--- config.mk ---
export PLATFORM = sky130hd
export DESIGN_NAME = pmem_arbiter
export DESIGN_NICKNAME = d
export VERILOG_FILES = /design/src/rtl/pmem_arb_pkg.sv /design/src/rtl/pmem_arbiter.sv
export SDC_FILE = /design/constraint.sdc
export NUM_CORES = 1
export LEC_CHECK = 0
export CORE_AREA = 5 5 530 532
export DETAILED_ROUTE_END_ITERATION = 10
export DIE_AREA = 0 0 535 537
export GPL_TIMING_DRIVEN = 0
export PLACE_DENSITY = 0.3
export RECOVER_POWER = 50
export SETUP_SLACK_MARGIN = 0.1
export SLEW_MARGIN = 20
export SYNTH_ARGS = -nofsm -noshare
export SYNTH_HDL_FRONTEND = slang
export SYNTH_SLANG_ARGS = --single-unit
--- constraint.sdc ---
create_clock -name clk -period 4.1 [get_ports clk]
set_input_delay 0.615 -clock clk [delete_from_list [all_inputs] [get_ports clk]]
set_output_delay 0.615 -clock clk [all_outputs]
set_load 0.05 [all_outputs]
--- src/rtl/pmem_arb_pkg.sv ---
// rtl/pmem_arb_pkg.sv - shared types and default widths for the physical-memory arbiter
package pmem_arb_pkg;

  localparam int LINE_W_DEF = 256;
  localparam int ADDR_W_DEF = 32;

  typedef enum logic [1:0] {IDLE, SERVE_I, SERVE_D, DONE} arb_state_t;
  typedef enum logic {REQ_I, REQ_D} requester_t;

endpackage

--- src/rtl/pmem_arbiter.sv ---
// rtl/pmem_arbiter.sv - round-robin sharing of one line-wide pmem port between I-cache and D-cache
module pmem_arbiter
  import pmem_arb_pkg::*;
#(
  parameter int LINE_W = LINE_W_DEF,
  parameter int ADDR_W = ADDR_W_DEF
) (
  input  logic              clk,
  input  logic              rst_n,
  input  logic              i_pmem_read,
  input  logic [ADDR_W-1:0] i_pmem_address,
  output logic [LINE_W-1:0] i_pmem_rdata,
  output logic              i_pmem_resp,
  input  logic              d_pmem_read,
  input  logic              d_pmem_write,
  input  logic [ADDR_W-1:0] d_pmem_address,
  input  logic [LINE_W-1:0] d_pmem_wdata,
  output logic [LINE_W-1:0] d_pmem_rdata,
  output logic              d_pmem_resp,
  output logic              pmem_read,
  output logic              pmem_write,
  output logic [ADDR_W-1:0] pmem_address,
  output logic [LINE_W-1:0] pmem_wdata,
  input  logic [LINE_W-1:0] pmem_rdata,
  input  logic              pmem_resp
);

  arb_state_t state;
  requester_t last_grant;
  logic       i_req;
  logic       d_req;
  logic       serve_i;
  logic       serve_d;

  assign i_req   = i_pmem_read;
  assign d_req   = d_pmem_read | d_pmem_write;
  assign serve_i = (state == SERVE_I);
  assign serve_d = (state == SERVE_D);

  // On a tie the requester that did not win last time gets the port.
  always_ff @(posedge clk or negedge rst_n) begin
    if (!rst_n) begin
      state      <= IDLE;
      last_grant <= REQ_I;
    end else begin
      case (state)
        IDLE: begin
          if (i_req && (!d_req || last_grant == REQ_D)) begin
            state      <= SERVE_I;
            last_grant <= REQ_I;
          end else if (d_req) begin
            state      <= SERVE_D;
            last_grant <= REQ_D;
          end
        end
        SERVE_I: if (pmem_resp) state <= DONE;
        SERVE_D: if (pmem_resp) state <= DONE;
        DONE:    state <= IDLE;
        default: state <= IDLE;
      endcase
    end
  end

  always_comb begin
    pmem_read    = serve_i | (serve_d & d_pmem_read & ~d_pmem_write);
    pmem_write   = serve_d & d_pmem_write;
    pmem_address = '0;
    pmem_wdata   = '0;
    if (serve_i) begin
      pmem_address = i_pmem_address;
    end else if (serve_d) begin
      pmem_address = d_pmem_address;
      pmem_wdata   = d_pmem_wdata;
    end
  end

  // Responses reach only the granted cache; stray pmem_resp elsewhere is dropped.
  always_comb begin
    i_pmem_resp  = serve_i & pmem_resp;
    d_pmem_resp  = serve_d & pmem_resp;
    i_pmem_rdata = i_pmem_resp ? pmem_rdata : '0;
    d_pmem_rdata = d_pmem_resp ? pmem_rdata : '0;
  end

  a_d_read_write_exclusive: assert property (@(posedge clk) disable iff (!rst_n)
    !(d_pmem_read && d_pmem_write));

  a_i_held_while_served: assert property (@(posedge clk) disable iff (!rst_n)
    (state == SERVE_I) |-> i_pmem_read);

  a_d_held_while_served: assert property (@(posedge clk) disable iff (!rst_n)
    (state == SERVE_D) |-> (d_pmem_read || d_pmem_write));

endmodule

==> results of run 1 <==
-- state kept, by name, summed over array words and instances, names as in the netlist --
signal,count
state,2
last_grant,1
-- cell type report --
class                      count  area share
inverter                       3    0.000457
sequential                     3     0.00305
timing repair buffer        1387       0.552
buffer                       150      0.0339
tap                         3705       0.188
multi-input combinational    822       0.214
antenna                       49     0.00498
clock buffer                   4     0.00320
-- cells in the final DEF, fill, tap and decap left out --
master | netlist | routed
buf_4 | 2 | 4
clkdlybuf4s15_2 | 0 | 11
mux2_2 | 1 | 1
and3_1 | 512 | 512
a22o_1 | 33 | 33
clkdlybuf4s15_1 | 0 | 2
nor2_1 | 2 | 2
inv_1 | 3 | 3
nand2_1 | 2 | 2
diode_2 | 0 | 49
nor2b_4 | 1 | 1
ha_1 | 4 | 3
buf_6 | 26 | 28
a2bb2oi_1 | 1 | 1
clkdlybuf4s50_1 | 0 | 957
dlygate4sd3_1 | 0 | 330
mux2i_1 | 1 | 1
dlygate4sd2_1 | 0 | 38
ha_2 | 0 | 1
dfrtp_1 | 3 | 3
clkbuf_1 | 102 | 130
clkbuf_4 | 0 | 2
nor2b_1 | 1 | 1
and2_1 | 259 | 259
nand2b_1 | 2 | 2
o221ai_1 | 2 | 2
buf_2 | 10 | 5
buf_12 | 0 | 2
clkbuf_16 | 0 | 3
clkbuf_2 | 10 | 28
o21bai_1 | 1 | 1
buf_16 | 0 | 1
-- metrics by stage --
step | power, uW | area [um^2] | hold WS, ps | instances | setup WS, ps
after floorplan | 8350 | 6140 | 319 | 978 | 1750
after global placement | 15900 | 24600 | 531 | 6067 | -1140
after detailed placement | 15900 | 24700 | 519 | 6070 | -1120
after CTS | 16100 | 24800 | 538 | 6074 | 97.3
after global routing | 16000 | 24500 | 559 | 6089 | 51.9
final | 15400 | 24600 | 544 | 6123 | 194
-- kinds of logic (layout without fill, tap and decap cells) --
logic type | after synthesis | in the layout | synth area share
AND/OR/NAND/NOR | 779 | 779 | 0.793
buffers and inverters | 153 | 1544 | 0.131
AO/OA/AOI/OAI | 37 | 37 | 0.0526
adder cells (fa/ha/maj) | 4 | 4 | 0.00815
flip-flops | 3 | 3 | 0.0122
multiplexers | 2 | 2 | 0.00346
other | 0 | 49 | 0
-- timing repair --
action / in CTS / in global routing
setup endpoints to repair: 463 / 44
resized for setup: 116 / 43
buffers inserted: 0 / 0
-- final timing paths --
path | startpoint | endpoint | slack, ps | cells after the start
setup / recovery | state[0] | d_pmem_rdata[229] | 190 | 7
hold / removal | last_grant | last_grant | 540 | 1
setup reg to reg | state[0] | state[1] | 2520 | 5
hold reg to reg | last_grant | last_grant | 540 | 1
max in group asynchronous | rst_n | state[1] | 3270 | 1
min in group asynchronous | rst_n | last_grant | 660 | 1
-- power breakdown --
part           internal [uW]  switching [uW]  total (uW)
Clock                    128            25.3         153
Sequential              47.0            10.7        57.7
Combinational           4030           11100       15200
-- layer usage --
metal,GRT usage,share of wire,vias up
li1,-,-,6255
met1,0.190,0.41,7381
met2,0.247,0.44,1463
met3,0.0841,0.14,282
met4,0.00688,0.013,102
met5,0,0.0028,-
-- worst max-delay path, stage by stage, from the launching register on --
cell and delay (ps):
dfrtp_1 370, inv_1 130, ha_1 170, buf_4 250, clkbuf_2 450, clkbuf_1 460
and3_1 340, clkdlybuf4s50_1 840
==> results.md, run 1 <==
- Final Max Tran Viols: 0
- Worst-path clk slew: about 30 ps
- Vias in the first global route: about 15000
- Crit start category: register
- Area delta synth->final: 301%
- Top-area cell type share of the netlist area: 0.521
- 1st-iter DRT viols: 1057
- Routed Antenna Nets: 0
- Fin nets: slightly below 3000
- Net Count, Synth: approximately 1600
- Dpl hpwl: approximately 220 mm
- Leakage power: 0.0106 uW
- Multi-input gate area: approximately 5300 um^2
- Crit path max fanout: 12
- Site Rows: approximately 190
- Starting Density: 0.0223
- Worst Tran Pin Value: 1360 ps
- Root buf cell: clkbuf_16
- DR vias/cell: 2.53
- First-pass GRT wire length: around 270 mm
- Number of max-cap violations: 0
- Synth top area cells: and3_1 52%, and2_1 26%, clkbuf_1 6.2%
- Core Util, Final: 0.0894
- Most frequent cell after synthesis: and3_1
- Worst Setup End Kind: primary output
- Avg Cell Area, Syn: between 6 and 7 um^2
- Kind of critical path: register to primary output
- TritonCTS clock tree: done
- Sequential fraction of the synthesis area: 0.0122
- RSZ-0062 raised after global routing: false
- Gr usage total: 0.154
- CP Data Required Time: roughly 3500 ps
- F_max: ~0.26 GHz
- Largest net degree at the start of global routing: 11
- Die H: about 540 um
- Post-Syn Area: approximately 6000 um^2
- Post-route minimum period: 3910 ps
- Sequential cell area: ~75 um^2
- Final Cycle Share: 0.953
- Number of synthesized register bits: 3
- TNS Setup: 0 ps
- Wire per inst: about 38 um
- Outcome: completed
- Synth cell types: 21
- H-tree Lvls: 1
- Die Width: approximately 540 um
- VDD IR max: roughly 390 uV
- Layout cell share with drive strength beyond 1: 0.0367
- Clock tree sinks: 3
- Post-CTS Hold Buffers: 0
- Die area: 287000 um^2
- Final Hold Viols: 0
- CTS buffer count: 3
- Number of synthesized flops with an enable pin: 0
- Final GP Congestion: 0.900
- WL final: between 200 and 250 mm
- Via count: around 15000
- Initial antenna violation count: ~280
- Slew margin rel.: 0.0979
- Synth warn: 0
- Synth top cells by count: 512 x and3_1, 259 x and2_1, 102 x clkbuf_1, 33 x a22o_1, 26 x buf_6
- Share of flip-flops with an asynchronous set or reset: 1.00
- Port bufs: about 1400
- Skew final: ~1.4 ps
- Drt pass-1 iters: 5
- Maximum root-to-sink buffer count: 2
- Synth area leader: and3_1
- Finish-stage setup viols: 0
- Core ar.: 276000 um^2
- Top_reg_cell synth: dfrtp_1
- I/O pin count: approximately 1400
- Clock Latency Late Sink: 220 ps
- Remaining DRCs: 0
- CP Data Arrival Time: between 3000 and 4000 ps
- Worst Hold Class: register to register
- Grt ovf: 0
- PwrDens: roughly 620 nW/um^2
- Fillers: 32276
- Synthesized instance count: roughly 980
No activity file was read; power rests on OpenSTA's default activity.
==> inputs of run 2 (changes only) <==
- ABC_AREA: unset -> 1
- CORE_AREA: 5 5 530 532 -> 5 5 541 543
- DIE_AREA: 0 0 535 537 -> 0 0 546 548
==> run 2 against run 1 <==
Net effect:
- sequential share of layout area about the same
- die area up 4.1%
- core utilization down 0.49 points
- first-iteration DRC count down 6.9%
- clock-buffer cell count unchanged
- clock skew about the same
- critical endpoint is now d_pmem_rdata[193]
- largest cell class unchanged
==> results.md, run 2 <==
- Outcome: completed
- Slew margin rel.: 0.226
- PwrDens: 654 nW/um^2
- F_max: approximately 0.25 GHz
- Largest register by flop count: state
- Grt ovf: 0
- CP Data Required Time: 3480 ps
- Finish-stage setup viols: 0
- Crit path depth: 6
- Worst Reg-to-Reg Cells: 9
- Starting Density: 0.0212
- Synth area leader: nor2_1
- Flop2flop setup slack: between 2000 and 3000 ps
- H-tree Lvls: 1
- Layout cell share with drive strength beyond 1: 0.0570
- Post-route minimum period: between 3000 and 4000 ps
- Dpl hpwl: 237 mm
- Worst Tran Pin Value: 1170 ps
- Gr usage total: 0.157
- Family with the most delay on the worst path: buffers and inverters
- Net Count, Synth: roughly 2100
- Number of synthesized flops with an enable pin: 0
- Kind of critical path: input port to primary output
- Grt peak-use layer: met2
- Core Util, Final: 0.0845
- I/O pin count: roughly 1400
- TritonCTS clock tree: done
- Biggest regs: state x2, last_grant x1
- Crit start category: input port
- WL final: between 200 and 250 mm
- Most frequent cell after synthesis: nor2_1
- Remaining DRCs: 0
- Leading cell type in the layout, fill and taps excluded: clkdlybuf4s50_1
- Final GP Congestion: roughly 0.95
- Die Width: between 500 and 600 um
- Clock tree sinks: 3
- Number of max-cap violations: 0
- Fin area: 24300 um^2
- Site Rows: just under 200
- Sequential fraction of the synthesis area: 0.0123
- Worst Hold Class: register to register
- CP max-delay cell: dlygate4sd3_1
- Wire per inst: 36.5 um
- Core ar.: approximately 290000 um^2
- Clock Latency Late Sink: 220 ps
- Met3 Use GR: 0.119
- Synthesized instance count: 1541
- Top_reg_cell synth: dfrtp_1
- Mux cell area share after synthesis: 0
- Post-Synth XOR/XNOR Area: 0
- First-pass GRT wire length: ~290 mm
- Fin nets: between 3000 and 4000
- Top-area cell type share of the netlist area: 0.477
- Leakage power: about 0.011 uW
- Crit path max fanout: 10
- RSZ-0062 raised after global routing: false
- Max reg flops: 2
- Maximum root-to-sink buffer count: 2
- Synth Area in Compound Gates: 0.00247
- Largest net degree at the start of global routing: 11
- Worst path max stage delay: roughly 800 ps
- Die H: approximately 550 um
- Via count: roughly 17000
- Worst-path clk slew: around 30 ps
- Area delta synth->final: 298%
- Launch point of the worst path: pmem_resp
- Worst path bufs/invs: 4
- DR vias/cell: about 2.4
- Most frequent cells in the layout: 915 x clkdlybuf4s50_1, 774 x nor2_1, 335 x nand2_1, 265 x inv_1, 217 x dlygate4sd3_1
- TNS Setup: 0 ps
- Post-Syn Area: approximately 6000 um^2
- Number of synthesized register bits: 3
- Final Hold Viols: 0
- Simple-Gate Fraction of Synth Area: 0.711
- Drt pass-1 iters: 5
- CTS buffer count: 3
- Port bufs: around 1400
- Avg Cell Area, Syn: around 4.0 um^2
- Final Cycle Share: 0.969
- Vias in the first global route: between 15000 and 20000
- GR met1 Demand/Resource: 0.182
- Adder-cell area share of the yosys netlist: 0.00822
- 1st-iter DRT viols: 984
- Share of flip-flops with an asynchronous set or reset: 1.00
- Synth top area cells: nor2_1 48%, nand2_1 21%, inv_1 16%
- Post-CTS Hold Buffers: 0
- Root buf cell: clkbuf_16
- CP Data Arrival Time: approximately 3400 ps
- Skew final: between 1 and 1.5 ps
- Reg2Reg Launch Point: state[0]
- Routed Antenna Nets: 0
- Die area: 299000 um^2
- Synth top cells by count: 774 x nor2_1, 337 x nand2_1, 265 x inv_1, 98 x buf_2, 32 x nand3_1
- Critical-path cell list: clkdlybuf4s50_1 > nand2_2 > buf_4 > clkbuf_1 > nor2_1 > dlygate4sd3_1
- Worst flop-to-flop path endpoint: state[1]
- Synth warn: 0
- Worst Setup End Kind: primary output
- Hold Slack: about 520 ps
- Worst setup path end: d_pmem_rdata[193]
- Met2 GRT Util: 0.235
- Initial antenna violation count: 168
- Largest family of logic cells by synthesized area: simple AND/OR/NAND/NOR gates
- VDD IR max: about 300 uV
- Final Max Tran Viols: 0
- Synth cell types: 10
- Cell Area, Placed: roughly 25000 um^2
## run 2: changes by cell type after synthesis, moves of 32 or more
cell      delta
nor2_1     +772
clkbuf_1    -88
and3_1     -512
inv_1      +262
a22o_1      -33
buf_2       +88
nand3_1     +32
nand2_1    +335
and2_1     -259
## run 2: final cells by class
type | instances | area, um^2
diodes | 46 | 115
flip-flops and latches | 3 | 75.1
well taps | 3781 | 4730
repair buffers | 1385 | 13200
fillers | 34096 | 263000
multi-input cells | 1150 | 4400
clock buffers | 4 | 78.8
plain buffers | 123 | 636
inverters | 265 | 995
## run 2: logic make-up after synthesis
logic type | Yosys count
buffers and inverters | 388
AO/OA/AOI/OAI | 3
adder cells (fa/ha/maj) | 4
AND/OR/NAND/NOR | 1143
flip-flops | 3
## run 2: through the flow
stage	std cells	worst slack, ps	power (uW)
finish	6757	126	15900
global route	6728	51.0	16700
CTS	6711	78.7	16600
detailed placement	6707	-864	16600
global placement	6707	-863	16700
floorplan	1541	1350	8390
## run 2: timing repair
item	4_1_cts	5_1_grt
endpoints found under the setup margin	603	67
resized for setup	259	79
setup buffers	0	0
## run 2: worst min path at each step
stage	from	to	slack (ps)	cells after the start
after floorplan	rst_n	last_grant	320	0
after global placement	state[1]	state[1]	520	2
after detailed placement	state[1]	state[1]	520	2
after CTS	state[0]	state[0]	530	2
after global routing	state[0]	state[0]	590	2
final	state[0]	state[0]	520	2
## run 2: metal layers
metal,vias to the layer above,part of all wire
li1,7139,-
met1,7743,0.40
met2,1236,0.41
met3,265,0.17
met4,118,0.020
met5,-,0.0030
## run 2: worst min-delay path, stage by stage (launching register included)
cell and delay [ps]:
dfrtp_1 370, nand2_1 60, nand2_1 50
## run 2: report_power, final
| group | leakage [uW] | switching (uW) | internal, uW |
|---|---|---|---|
| Sequential | 0.0000354 | 13.5 | 46.9 |
| Combinational | 0.0107 | 12300 | 3400 |
| Clock | 0.0000385 | 25.4 | 128 |
